==> src/rtl/accumulate_seq_pkg.sv <==
// Shared types for the sample accumulator: arithmetic modes and controller states.
package accum_pkg;

  typedef enum logic [1:0] {
    ACC_ADD = 2'd0,
    ACC_SUB = 2'd1,
    ACC_SAT = 2'd2
  } acc_mode_t;

  typedef enum logic [1:0] {
    S_IDLE = 2'd0,
    S_RUN  = 2'd1,
    S_DONE = 2'd2
  } acc_state_t;

endpackage

==> src/rtl/accumulate_seq_if.sv <==
// Control, sample and result signals of the accumulator, plus the controller state for observation.
interface accumulate_seq_if #(
  parameter int DATA_W = 5,
  parameter int CNT_W  = 5,
  parameter int SUM_W  = 10
);
  import accum_pkg::*;

  // Handshake: start is taken only while state is IDLE. In RUN, busy acts as ready and
  // a sample is accepted on every posedge where in_valid=1; there is no backpressure.
  logic              start;
  logic [CNT_W-1:0]  count_in;
  acc_mode_t         mode;
  logic [DATA_W-1:0] data_in;
  logic              in_valid;
  logic [SUM_W-1:0]  sum;
  logic              busy;
  logic              done;
  logic              overflow;
  acc_state_t        state;

  modport master (
    output start, count_in, mode, data_in, in_valid,
    input  sum, busy, done, overflow, state
  );

  modport slave (
    input  start, count_in, mode, data_in, in_valid,
    output sum, busy, done, overflow, state
  );

endinterface

==> src/rtl/accumulate_seq_down_counter.sv <==
// Loadable down-counter that tracks how many samples are still owed in the current run.
module down_counter #(
  parameter int W = 5
) (
  input  logic         Clock,
  input  logic         Resetn,
  input  logic         load,
  input  logic         en,
  input  logic [W-1:0] d,
  output logic [W-1:0] q,
  output logic         zero
);

  assign zero = (q == '0);

  // Load wins over decrement; the count parks at zero instead of wrapping.
  always_ff @(posedge Clock) begin
    if (!Resetn) begin
      q <= '0;
    end else if (load) begin
      q <= d;
    end else if (en && !zero) begin
      q <= q - 1'b1;
    end
  end

endmodule

==> src/rtl/accumulate_seq.sv <==
// Run controller and datapath: sums exactly count_in accepted samples in the latched mode,
// then pulses done for one cycle.
module accumulate_seq
  import accum_pkg::*;
#(
  parameter int DATA_W = 5,
  parameter int CNT_W  = 5,
  parameter int SUM_W  = 10
) (
  input logic              Clock,
  input logic              Resetn,
  accumulate_seq_if.slave  bus
);

  if (SUM_W < DATA_W) begin : g_width_check
    $error("accumulate_seq: SUM_W must be at least DATA_W");
  end

  acc_state_t       state_q, state_d;
  acc_mode_t        mode_q;
  logic [SUM_W-1:0] sum_q, sum_d;
  logic             ovf_q, ovf_d;
  logic [CNT_W-1:0] cnt_q;
  logic             cnt_zero;
  logic             start_acc;
  logic             take;
  logic [SUM_W:0]   x_ext;
  logic [SUM_W:0]   add_w;
  logic [SUM_W:0]   sub_w;

  assign start_acc = (state_q == S_IDLE) && bus.start;
  assign take      = (state_q == S_RUN) && bus.in_valid;

  down_counter #(.W(CNT_W)) u_count (
    .Clock  (Clock),
    .Resetn (Resetn),
    .load   (start_acc),
    .en     (take),
    .d      (bus.count_in),
    .q      (cnt_q),
    .zero   (cnt_zero)
  );

  // One extra bit on the adder/subtractor exposes carry-out and borrow directly.
  assign x_ext = {{(SUM_W + 1 - DATA_W){1'b0}}, bus.data_in};
  assign add_w = {1'b0, sum_q} + x_ext;
  assign sub_w = {1'b0, sum_q} - x_ext;

  always_comb begin
    state_d = state_q;
    case (state_q)
      S_IDLE: begin
        if (bus.start) begin
          state_d = (bus.count_in != '0) ? S_RUN : S_DONE;
        end
      end
      S_RUN: begin
        // cnt_zero cannot be seen in RUN normally; it only guards against a stuck run.
        if (cnt_zero || (bus.in_valid && (cnt_q == CNT_W'(1)))) begin
          state_d = S_DONE;
        end
      end
      S_DONE:  state_d = S_IDLE;
      default: state_d = S_IDLE;
    endcase
  end

  always_comb begin
    sum_d = sum_q;
    ovf_d = ovf_q;
    if (start_acc) begin
      sum_d = '0;
      ovf_d = 1'b0;
    end else if (take) begin
      case (mode_q)
        ACC_SUB: begin
          sum_d = sub_w[SUM_W-1:0];
          if (sub_w[SUM_W]) ovf_d = 1'b1;
        end
        ACC_SAT: begin
          if (add_w[SUM_W]) begin
            sum_d = '1;
            ovf_d = 1'b1;
          end else begin
            sum_d = add_w[SUM_W-1:0];
          end
        end
        default: begin
          sum_d = add_w[SUM_W-1:0];
          if (add_w[SUM_W]) ovf_d = 1'b1;
        end
      endcase
    end
  end

  always_ff @(posedge Clock) begin
    if (!Resetn) begin
      state_q <= S_IDLE;
      mode_q  <= ACC_ADD;
      sum_q   <= '0;
      ovf_q   <= 1'b0;
    end else begin
      state_q <= state_d;
      sum_q   <= sum_d;
      ovf_q   <= ovf_d;
      if (start_acc) mode_q <= bus.mode;
    end
  end

  assign bus.sum      = sum_q;
  assign bus.busy     = (state_q == S_RUN);
  assign bus.done     = (state_q == S_DONE);
  assign bus.overflow = ovf_q;
  assign bus.state    = state_q;

endmodule

==> src/flat_wrapper.sv <==
// flat-port wrapper written by rule: the top's interface ports become plain ports
module accumulate_seq_flat import accum_pkg::*;
#(
  parameter int DATA_W = 5,
  parameter int CNT_W  = 5,
  parameter int SUM_W  = 10
)
  (Clock, Resetn, bus_start, bus_count_in, bus_mode, bus_data_in, bus_in_valid, bus_sum, bus_busy, bus_done, bus_overflow, bus_state);
  accumulate_seq_if #(.DATA_W(DATA_W), .CNT_W(CNT_W), .SUM_W(SUM_W)) bus_i ();
  input logic Clock;
  input logic Resetn;
  input wire logic [$bits(bus_i.start)-1:0] bus_start;
  input wire logic [$bits(bus_i.count_in)-1:0] bus_count_in;
  input wire logic [$bits(bus_i.mode)-1:0] bus_mode;
  input wire logic [$bits(bus_i.data_in)-1:0] bus_data_in;
  input wire logic [$bits(bus_i.in_valid)-1:0] bus_in_valid;
  output wire logic [$bits(bus_i.sum)-1:0] bus_sum;
  output wire logic [$bits(bus_i.busy)-1:0] bus_busy;
  output wire logic [$bits(bus_i.done)-1:0] bus_done;
  output wire logic [$bits(bus_i.overflow)-1:0] bus_overflow;
  output wire logic [$bits(bus_i.state)-1:0] bus_state;
  assign bus_i.start = bus_start;
  assign bus_i.count_in = bus_count_in;
  assign bus_i.mode = bus_mode;
  assign bus_i.data_in = bus_data_in;
  assign bus_i.in_valid = bus_in_valid;
  assign bus_sum = bus_i.sum;
  assign bus_busy = bus_i.busy;
  assign bus_done = bus_i.done;
  assign bus_overflow = bus_i.overflow;
  assign bus_state = bus_i.state;
  accumulate_seq #(.DATA_W(DATA_W), .CNT_W(CNT_W), .SUM_W(SUM_W)) u_core (.Clock(Clock), .Resetn(Resetn), .bus(bus_i));
endmodule
==> config.mk <==
export PLATFORM = sky130hd
export DESIGN_NAME = accumulate_seq_flat
export DESIGN_NICKNAME = d
export VERILOG_FILES = /design/src/rtl/accumulate_seq_pkg.sv /design/src/rtl/accumulate_seq_if.sv /design/src/rtl/accumulate_seq_down_counter.sv /design/src/rtl/accumulate_seq.sv /design/src/flat_wrapper.sv
export SDC_FILE = /design/constraint.sdc
export NUM_CORES = 1
export LEC_CHECK = 0
export CAP_MARGIN = 10
export CORE_UTILIZATION = 40
export CTS_BUF_LIST = sky130_fd_sc_hd__clkbuf_16
export DETAILED_ROUTE_END_ITERATION = 7
export PLACE_DENSITY = 0.67
export SLEW_MARGIN = 5
export SYNTH_ARGS = -nofsm -noshare
export SYNTH_HDL_FRONTEND = slang
export SYNTH_SLANG_ARGS = --single-unit
==> constraint.sdc <==
create_clock -name Clock -period 3.4 [get_ports Clock]
set_input_delay 0.68 -clock Clock [delete_from_list [all_inputs] [get_ports Clock]]
set_output_delay 0.68 -clock Clock [all_outputs]
set_load 0.01 [all_outputs]
==> reports/results.ini <==
[outcome]
status=complete, no violations

[global_routing]
grt_pass1_vias=1705
overflow=0
grt_use_total=0.206
grt_pass1_wl_mm=8.16
antenna_found_initial=0
grt_max_degree=14

[worst_hold_path]
hp-start=u_core.bus.overflow
hold_depth=2
worst_hold_path_type=reg2reg

[layout]
nets=287
synthToLayoutAreaGrowth_pct=22.3
fillers=425
ff_latch_area_um2=400
antenna_cells=0
final_cell_mix=clkdlybuf4s50_1, dfxtp_1, nor2_1
multi_input_area_um2=1300
fin_cells=305
layout_commonest_cell=clkdlybuf4s50_1
drive_above_1_share=0.0988

[critical_path]
worst_setup_path_end_kind=register
start_kind=input port
r2r_start=u_core.bus.sum[4]
crit_start=bus_data_in[4]
arrival_ns=3.01
cp.required_ns=3.54
critPathKind=in2reg
path_max_fanout=7
ff2ff_path_depth=7

[timing]
worstMarginPinSlew_ns=0.653
fin_crit_ns=2.87
slew_violations=0
slew_headroom=0.563
hold_viol_final=0
clock_skew_ns=0.00371
setup_viol=0
final.period_utilization=0.844
rsz0062_at_grt=false
fmaxAchievable_ghz=0.348
tns_ns=0
worst_slack_ns=0.529

[yosys]
synthesis.nets=260
ys.warnings.count=0
synth_top_area_frac=0.218
async_reset_ff_frac=0
synth_xor_xnor_area_share=0
synth_top_area_cell=dfxtp_1
synth_top_family_by_area=compound AO/OA/AOI/OAI gates
synth_ff_type=dfxtp_1
synth-seq-cells=20
postSynthCellCount=227
seq_area_frac_synth=0.218
synthAdderAreaFrac=0.124
synth_simple_gate_area_frac=0.243
yosys-top-cells-area=dfxtp_1, ha_1, a21oi_1
synthMuxAreaShare=0.0198
synth_edf_count=0
netlist_area_um2=1830
avgSynthCellArea_um2=8.07
synth-compound-area-share=0.322
synth_cell_types=65

[route]
drc_errors=0
finalWirelength_mm=4.86
antenna_left=0
vias=1836
drt_iter0_drc=221
dr.pass1.iters=6
vias_per_cell=6.02
wl_per_cell_um=15.9

[die]
dieArea_um2=4860
die_width_um=69.7
io-pin-count=31
die_y_um=69.7
rows=24
initial_core_util=0.418
core-area_um2=4380

[placed_design]
hpwl_mm=3.57
placed_cells=301
place_congestion=0.931
place_ws_ns=0.344
io_buffers=30

[power_and_ir_drop]
power.density_nw_per_um2=380
p_leak_uw=0.000860
ir_drop_mv=0.284
power.total_uw=852

[cts]
cts.clk_slew.worst_paths_ns=0.06
cts_tree=built
cts_hold_buf=0
cts.sinks=20
htree_levels=1
clockRootBuffer=clkbuf_16
post_cts_buffers=0
cts_resized=0
clk_latency_ns=0.26
clock_path_buffers=2
numCtsBuffers=3

[flow_run]
max_cap_viol_count=0

-- path summary, 6_finish.rpt --
| check | end | slack (ns) |
|---|---|---|
| max | u_core.bus.sum[7] | 0.53 |
| max reg2reg | u_core.bus.sum[7] | 1.11 |
| min | u_core.bus.overflow | 0.47 |
| min reg2reg | u_core.bus.overflow | 0.47 |
-- metrics by stage --
stage | hold WS [ns] | utilization | instance area [um2]
detailed placement | 0.467 | 0.487 | 2140
CTS | 0.476 | 0.511 | 2240
global placement | 0.466 | 0.487 | 2140
global route | 0.520 | 0.511 | 2240
finish | 0.473 | 0.511 | 2240
floorplan | 0.453 | - | 1830
-- synthesized netlist by cell type (all sizes together), types with 2 or more instances --
cell type	count
a31oi	5
nor2b	8
fa	2
nor3b	2
or3	2
a2111oi	2
a221oi	4
clkbuf	3
o2111ai	2
or2	4
dfxtp	20
a21o	4
ha	15
nand3	5
nor2	21
nand2	18
nand4	2
o21ai	17
a221o	3
buf	6
inv	17
nor3	8
mux2	2
a211oi	4
nand2b	5
o211ai	4
a21oi	20
o21a	2
-- cell type report --
cell class | instances | area share
well taps | 52 | 0.0290
repair buffers | 31 | 0.137
inverters | 17 | 0.0285
flip-flops and latches | 20 | 0.179
clock buffers | 3 | 0.0335
multi-input cells | 181 | 0.580
clock inverters | 1 | 0.0134
-- flip-flops by register name, indices dropped and copies added, names as in the netlist --
name / flops
u_core.u_count.q: 5
u_core.bus.sum: 10
u_core.mode_q: 2
u_core.bus.state: 2
u_core.bus.overflow: 1
-- metal layers --
| layer | routed length (um) | global-route usage | up-vias |
|---|---|---|---|
| met2 | 2400 | 0.340 | 79 |
| met1 | 2110 | 0.272 | 855 |
| met3 | 301 | 0.0363 | 9 |
| met4 | 53 | 0.0711 | 0 |
| met5 | 0 | 0 | - |
| li1 | - | - | 893 |
-- power by group --
group	total [uW]	switching (uW)	internal [uW]	leakage [uW]
Sequential	273	22.7	251	0.000163
Clock	337	103	234	0.0000511
Combinational	241	134	107	0.000645
-- cell families (layout without fill, tap and decap cells) --
family          count (synthesis)  after routing
mux                             3              3
simple gates                   80             80
flops                          20             20
buf+inv                        26             52
fa+ha+maj                      17             17
compound gates                 81             81
-- critical path, stage by stage --
cell	delay, ns
clkdlybuf4s50_1	0.48
inv_1	0.05
ha_1	0.39
nor2_2	0.20
o211ai_1	0.19
a31oi_1	0.25
mux2_4	0.33
a2111oi_2	0.35
nor3_1	0.09
Power figures use the tool's default switching activity.
